==> src/rtl/mux_sel_pkg.sv <==
// Shared select type, reset value and LED decode for the mux select controller.
package mux_sel_pkg;

  typedef logic [1:0] sel_t;

  localparam sel_t SEL_RESET = 2'b00;

  function automatic logic [3:0] sel_to_onehot(input sel_t sel);
    logic [3:0] oh;
    oh      = 4'b0000;
    oh[sel] = 1'b1;
    return oh;
  endfunction

endpackage

==> src/rtl/btn_debounce.sv <==
// Two-flop synchronizer plus counting debouncer; `level` is the accepted button level.
module btn_debounce #(
  parameter int DB_CYCLES = 1000000
) (
  input  logic clk,
  input  logic rst,
  input  logic btn_raw,
  output logic level
);

  localparam int CW = $clog2(DB_CYCLES);
  localparam logic [CW-1:0] DB_LAST = CW'(DB_CYCLES - 1);

  logic [1:0]    sync_q;
  logic [CW-1:0] cnt;

  // The level flips only after DB_CYCLES consecutive cycles of disagreement.
  always_ff @(posedge clk) begin
    if (rst) begin
      sync_q <= 2'b00;
      cnt    <= '0;
      level  <= 1'b0;
    end else begin
      sync_q <= {sync_q[0], btn_raw};
      if (sync_q[1] == level) begin
        cnt <= '0;
      end else if (cnt == DB_LAST) begin
        level <= ~level;
        cnt   <= '0;
      end else begin
        cnt <= cnt + 1'b1;
      end
    end
  end

endmodule

==> src/rtl/mux_sel_ctrl.sv <==
// Button/auto-scan driven 2-bit select for a 4:1 mux slice.
// Auto-scan timer is present only when MUX_SEL_AUTOSCAN_EN is defined.
module mux_sel_ctrl
  import mux_sel_pkg::*;
#(
  parameter int DB_CYCLES   = 1000000,
  parameter int SCAN_CYCLES = 50000000
) (
  input  logic       clk,
  input  logic       rst,
  input  logic       btn_step,
  input  logic       btn_dir,
  input  logic       auto_en,
  output logic [1:0] s,
  output logic [3:0] sel_onehot,
  output logic       step
);

  logic       level;
  logic       level_d;
  logic       press_q;
  logic [1:0] dir_sync;
  logic       advance;
  sel_t       s_next;

  btn_debounce #(
    .DB_CYCLES(DB_CYCLES)
  ) u_btn_debounce (
    .clk    (clk),
    .rst    (rst),
    .btn_raw(btn_step),
    .level  (level)
  );

  // Registered rising-edge detect: releases never produce a press.
  always_ff @(posedge clk) begin
    if (rst) begin
      dir_sync <= 2'b00;
      level_d  <= 1'b0;
      press_q  <= 1'b0;
    end else begin
      dir_sync <= {dir_sync[0], btn_dir};
      level_d  <= level;
      press_q  <= level & ~level_d;
    end
  end

`ifdef MUX_SEL_AUTOSCAN_EN
  localparam int SW = $clog2(SCAN_CYCLES);
  localparam logic [SW-1:0] SCAN_LAST = SW'(SCAN_CYCLES - 1);

  logic [1:0]    auto_sync;
  logic [SW-1:0] scan_cnt;
  logic          scan_tc;

  assign scan_tc = auto_sync[1] && (scan_cnt == SCAN_LAST);

  // A press restarts the scan period so the next auto step is a full period away.
  always_ff @(posedge clk) begin
    if (rst) begin
      auto_sync <= 2'b00;
      scan_cnt  <= '0;
    end else begin
      auto_sync <= {auto_sync[0], auto_en};
      if (!auto_sync[1] || press_q || scan_tc) begin
        scan_cnt <= '0;
      end else begin
        scan_cnt <= scan_cnt + 1'b1;
      end
    end
  end

  assign advance = press_q | scan_tc;
`else
  localparam int unused_scan_cycles = SCAN_CYCLES;
  logic unused_auto_en;
  assign unused_auto_en = auto_en;
  assign advance        = press_q;
`endif

  always_comb begin
    s_next = s;
    if (advance) begin
      s_next = dir_sync[1] ? s - 2'd1 : s + 2'd1;
    end
  end

  always_ff @(posedge clk) begin
    if (rst) begin
      s          <= SEL_RESET;
      sel_onehot <= sel_to_onehot(SEL_RESET);
      step       <= 1'b0;
    end else begin
      s          <= s_next;
      sel_onehot <= sel_to_onehot(s_next);
      step       <= advance;
    end
  end

endmodule

==> config.mk <==
export PLATFORM = sky130hd
export DESIGN_NAME = mux_sel_ctrl
export DESIGN_NICKNAME = d
export VERILOG_FILES = /design/src/rtl/mux_sel_pkg.sv /design/src/rtl/btn_debounce.sv /design/src/rtl/mux_sel_ctrl.sv
export SDC_FILE = /design/constraint.sdc
export NUM_CORES = 1
export LEC_CHECK = 0
export ABC_AREA = 1
export CAP_MARGIN = 20
export CORE_ASPECT_RATIO = 1.5
export CORE_UTILIZATION = 56
export DETAILED_ROUTE_END_ITERATION = 7
export PLACE_DENSITY = 0.79
export SLEW_MARGIN = 15
export SYNTH_ARGS = -nofsm -noshare
export SYNTH_HDL_FRONTEND = slang
export SYNTH_HIERARCHICAL = 1
export SYNTH_SLANG_ARGS = --single-unit
==> constraint.sdc <==
create_clock -name clk -period 1.7 [get_ports clk]
set_input_delay 0.255 -clock clk [delete_from_list [all_inputs] [get_ports clk]]
set_output_delay 0.255 -clock clk [all_outputs]
set_load 0.02 [all_outputs]
Yosys cells after proc, flatten, opt, wreduce, memory -nomap -nowiden
Index checks and enable logic that the tools add are counted.
{"block": "op_classes", "muxes": 4, "n_lt_le_gt_ge": 2, "add_sub_neg": 3, "n_bitwise": 4, "n_reduce_logical": 3, "eq_ne": 2}
{"op": "$add 20x1->20 const B", "count": 1}
{"op": "$eq 20x20->1 const B", "count": 1}
{"op": "$mux 2", "count": 2}
{"op": "$lt 2x3->1 const B", "count": 1}
{"op": "$not 1->1", "count": 3}
{"op": "$reduce_or 3->1", "count": 1}
{"op": "$add 2x1->2 const B", "count": 1}
{"op": "$demux 1 s2", "count": 1}
{"op": "$ge 2x1->1 const B", "count": 1}
{"op": "$reduce_and 2->1", "count": 1}
{"op": "$sub 2x1->2 const B", "count": 1}
{"op": "$and 1x1->1", "count": 1}
{"op": "$eq 1x1->1", "count": 1}
{"op": "$logic_and 1x1->1", "count": 1}
{"op": "$mux 1", "count": 1}
{"block": "totals", "elab_cells": 27, "out_inout_bits": 7, "input_bits": 5, "register_bits": 34}

Logic depth before layout (Yosys ltp)
{"block": "logic_depth", "ltp_word": 7, "depth_mapped": 8, "ltp_nobuf": 8}

Cells and area by module
Netlist, hierarchy kept.
{"module": "btn_debounce", "n_inst": 1, "area_each_um2": 1134.8, "cells_each": 165, "seq_area_each_um2": 460.4}
{"module": "mux_sel_ctrl", "n_inst": 1, "area_each_um2": 357.8, "cells_each": 42, "seq_area_each_um2": 220.2}

Worst setup path before layout
No wires, ideal clock.
{"block": "synth_timing", "kind": "register to register", "start": "reg u_btn_debounce.cnt[0]", "end": "reg u_btn_debounce.cnt[11]", "path_stages_with_launch": 8, "path_buffers": 1, "setup_time_ns": 0.115, "arrival_time_ns": 1.151, "period_less_slack_ns": 1.266, "setup_slack_ns": 0.434, "required_time_ns": 1.585, "path_cell_list": "dfxtp_1 ha_1 nand2_1 nor2_4 nand3_2 nand2_4 buf_6 nor2_1"}
{"block": "synth_via", "elab_chain_len": 2, "word_cells_on_any_way": 3, "classes_between": "add/sub: 1; eq/ne: 1; reduce/logical: 1"}
{"item": "start, declared", "line": "btn_debounce.sv:15", "source": "logic [CW-1:0] cnt;"}
{"item": "start signal, assigned", "line": "btn_debounce.sv:31", "source": "cnt <= cnt + 1'b1;"}
{"item": "branches (longest 2 deep; another with $add 20x1->20)"}
Several ways; the timed one is not identified.
A chain may end at the register's enable or synchronous reset.

Final worst setup path
{"block": "layout_timing", "start": "reg s[0]", "end": "out s[0]"}
{"item": "start, declared", "line": "mux_sel_ctrl.sv:14", "source": "output logic [1:0] s,"}
{"item": "start signal, assigned", "line": "mux_sel_ctrl.sv:94", "source": "s <= s_next;"}
No word-level cell between the ends.

==> summary.log <==
[cells_and_area] Layout Utilization 67.9%
[setup_path] worst r2r dst u_btn_debounce/cnt[18]
[yosys] number of warning messages in the yosys log 6
[global_routing] largest net degree at the start of global routing 18
[global_routing] overall track demand over capacity in global routing 22.7%
[yosys] number of synthesized flops with an enable pin 0
[clocking] Root Buffer clkbuf_4
[detailed_routing] Remaining DRCs 0
[setup_path] crit end category output pin
[yosys] primary flip-flop cell chosen by synthesis mapping dfxtp_1
[setup_path] FF-to-FF Start u_btn_debounce/cnt[0]
[floorplan] chip width 44.2 um
[yosys] commonest cells in the synthesized netlist 44 x nand2_1, 43 x nor2_1, 34 x dfxtp_1
[timing] Max Transition Viols Final 0
[clocking] hold buffers post-CTS 0
[setup_path] data required time of the critical path 1.44 ns
[detailed_routing] detailed-route vias per instance 5.24
[clocking] clock transition at the registers of the reported paths 0.10 ns
[cells_and_area] number of nets at the end of the flow 230
[setup_path] data arrival time of the critical path 1.34 ns
[power] Clock Power Share 36.7%
[floorplan] initial core utilization 60.3%
[power] internal portion of total power 1.01 mW
[placed_design] weighted congestion at the end of routability-driven global placement 0.840
[setup_path] kind of cell adding the most delay to the critical path buffers and inverters
[clocking] post-cts gate resize count 0
[cells_and_area] synthesis-to-layout area growth 12.7%
[global_routing] first-pass GRT wire length 4710 um
[yosys] synthesized netlist net count 213
[placed_design] HPWL after detailed placement 2090 um
[power] cell area power density 778 nW/um2
[detailed_routing] count of vias placed by the detailed router 1,306
[floorplan] die outline area 2880 um2
[setup_path] number of cells on the worst reg-to-reg path 8
[cells_and_area] diode insertion count for antenna repair 0
[yosys] area fraction of the dominant cell type after synthesis 45.6%
[setup_path] Startpoint Class flip-flop
[run_status] status finished clean
[global_routing] number of global-route vias before repair 1,201
[clocking] clock buffers created by TritonCTS 5
[global_routing] global route overflow 0
[cells_and_area] share of final-layout standard cells stronger than drive strength 1 11.1%
[power] Flop pwr share 61.4%
[timing] setup clock skew after layout 0.00606 ns
[floorplan] top-level port count 12
[yosys] top cells by area in the synthesized netlist dfxtp_1 46%, nand2_1 11%, nor2_1 11%
[detailed_routing] DR iter-0 viols 42
[yosys] Netlist Area Pre-Place 1490 um2
[power] cell leakage power 0.582 nW
[yosys] synth unique cells 27
[timing] RSZ-0062 raised after global routing no
[detailed_routing] Routed Wire Length 2770 um
[setup_path] Crit Path Category reg2out
[floorplan] overall die height 65.2 um
[setup_path] CP Launch Point s[0]
[clocking] clock tree sinks 34
[timing] final critical path time including I/O delays and setup 1.60 ns
[power] logic gate share of total power 1.9%
[yosys] post-synthesis sequential element count 34
[timing] Slew Limit Headroom 72.2%
[setup_path] highest cell delay on the worst timing path 0.62 ns
[yosys] sequential fraction of the synthesis area 45.6%
[setup_path] crit path max fanout 4
[setup_path] Slowest-stage cell, CP clkdlybuf4s50_1
[worst_hold_path] HP Class reg2reg
[detailed_routing] TritonRoute pass-1 iters 4
[setup_path] number of stages on the worst setup path 1
[yosys] most used standard cell by instance count after synthesis nand2_1
[power] switching power of the nets 0.297 mW
[timing] share of the clock period used by the worst path 94.1%
[power] Worst IR Drop VDD 0.815 mV
[yosys] async set or reset register ratio after synthesis 0%
[setup_path] timing endpoint of the critical path s[0]
[worst_hold_path] hold_sp level_d
[global_routing] initial antenna violation count 0
[timing] Fin. Hold Viols 0
[setup_path] sequence of cells on the critical path clkdlybuf4s50_1
[yosys] cell taking the most area after synthesis dfxtp_1
[placed_design] number of input and output port buffers inserted 10
[setup_path] worst path buffer plus inverter count 1
[clocking] number of levels the H-tree was split into 2
[clocking] CTS tree built
[power] switching power share of the total 22.7%
[detailed_routing] Routed Antenna Nets 0
[timing] final total negative setup slack 0 ns
[floorplan] Site Rows 22
[timing] total setup violations reported at the end of the flow 0
[detailed_routing] average wire per cell in the routed design 11.1 um
[flow_run] max cap viols 0
[setup_path] R2R Setup Slk 0.21 ns
[clocking] clock network latency to the later pin of the worst-skew pair 0.34 ns
[clocking] maximum root-to-sink buffer count 2
[floorplan] Core ar. 2480 um2
[yosys] synthesized area divided by synthesized cell count 7.21 um2
[yosys] Post-Synthesis Cells 207
[clocking] total setup buffers inserted after CTS 0
[timing] Least-Margin Pin Slew 0.414 ns
[timing] highest clock rate 0.625 GHz
[power by group through the flow]
stage / Sequential, mW / Clock, mW / Combinational (mW)
after floorplan: 0.821 / 0 / 0.0127
after detailed placement: 0.822 / 0 / 0.0253
after global placement: 0.822 / 0 / 0.0245
after global routing: 0.805 / 0.532 / 0.0283
final: 0.803 / 0.480 / 0.0251
after CTS: 0.804 / 0.499 / 0.0254
[layout by cell type (no fill, tap or decap)]
master,instances
nor2_1,43
or2_0,2
nand2_1,44
and2_1,1
nand2_4,1
xor2_1,1
or2_1,1
o21bai_1,1
nor3_1,4
nor2b_1,1
clkinv_2,1
clkinv_1,1
nor2_2,5
dfxtp_1,34
nor2_4,1
nand2_2,4
nand3_1,13
ha_1,1
nand3b_1,1
nand4_1,2
clkbuf_8,1
clkbuf_4,5
nand3_2,2
clkdlybuf4s50_1,10
a21oi_1,10
clkinvlp_4,1
inv_1,23
a21oi_2,1
buf_4,1
o21ai_0,2
inv_2,2
xnor2_1,5
[cell families (layout without fill, tap and decap cells)]
family / Yosys count / in the layout / synth area share [%]
AOI/OAI and AO/OA: 14 / 14 / 5.11
xor gates and xnor gates: 6 / 6 / 3.52
buffers and inverters: 27 / 45 / 7.29
DFF: 34 / 34 / 45.6
and+or+nand+nor: 125 / 125 / 37.6
adders and majority gates: 1 / 1 / 0.838
[state kept, by name, summed over array words and instances, names as in the netlist]
name / flops
dir_sync: 2
u_btn_debounce/sync_q: 2
u_btn_debounce/level: 1
u_btn_debounce/cnt: 20
sel_onehot: 4
step: 1
level_d: 1
advance: 1
s: 2
[worst min-delay path by stage]
stage / slack (ns) / to / cells after the start
after floorplan: 0.33 / dir_sync[0] / 1
after global placement: 0.39 / advance / 1
after detailed placement: 0.39 / advance / 1
after CTS: 0.40 / u_btn_debounce/sync_q[0] / 3
after global routing: 0.42 / u_btn_debounce/sync_q[0] / 3
final: 0.40 / advance / 1
[through the flow]
step / area, um2 / total power [mW] / setup slack, ns / cells / hold WS [ns]
6_report: 1680 / 1.31 / 0.100 / 249 / 0.405
4_1_cts: 1680 / 1.33 / 0.0835 / 249 / 0.404
5_1_grt: 1680 / 1.36 / 0.00656 / 249 / 0.418
2_1_floorplan: 1490 / 0.834 / 0.434 / 207 / 0.326
3_3_place_gp: 1620 / 0.846 / 0.233 / 241 / 0.386
3_5_place_dp: 1620 / 0.847 / 0.167 / 241 / 0.394
[layer usage]
layer	global-route usage, %	up-vias	part of all wire (%)
met1	21.7	586	40
li1	-	675	-
met3	6.04	13	3.8
met2	39.0	32	51
met5	0	-	0
met4	17.8	0	5.1
[cell type report]
cell class	instances	area, um2
fill	223	795
multi-input combinational	146	703
sequential	34	681
timing repair buffer	11	108
inverter	26	97.6
clock buffer	6	51.3
tap	24	30.0
clock inverter	2	12.5
Note: power is estimated with default switching activity, not from simulation.
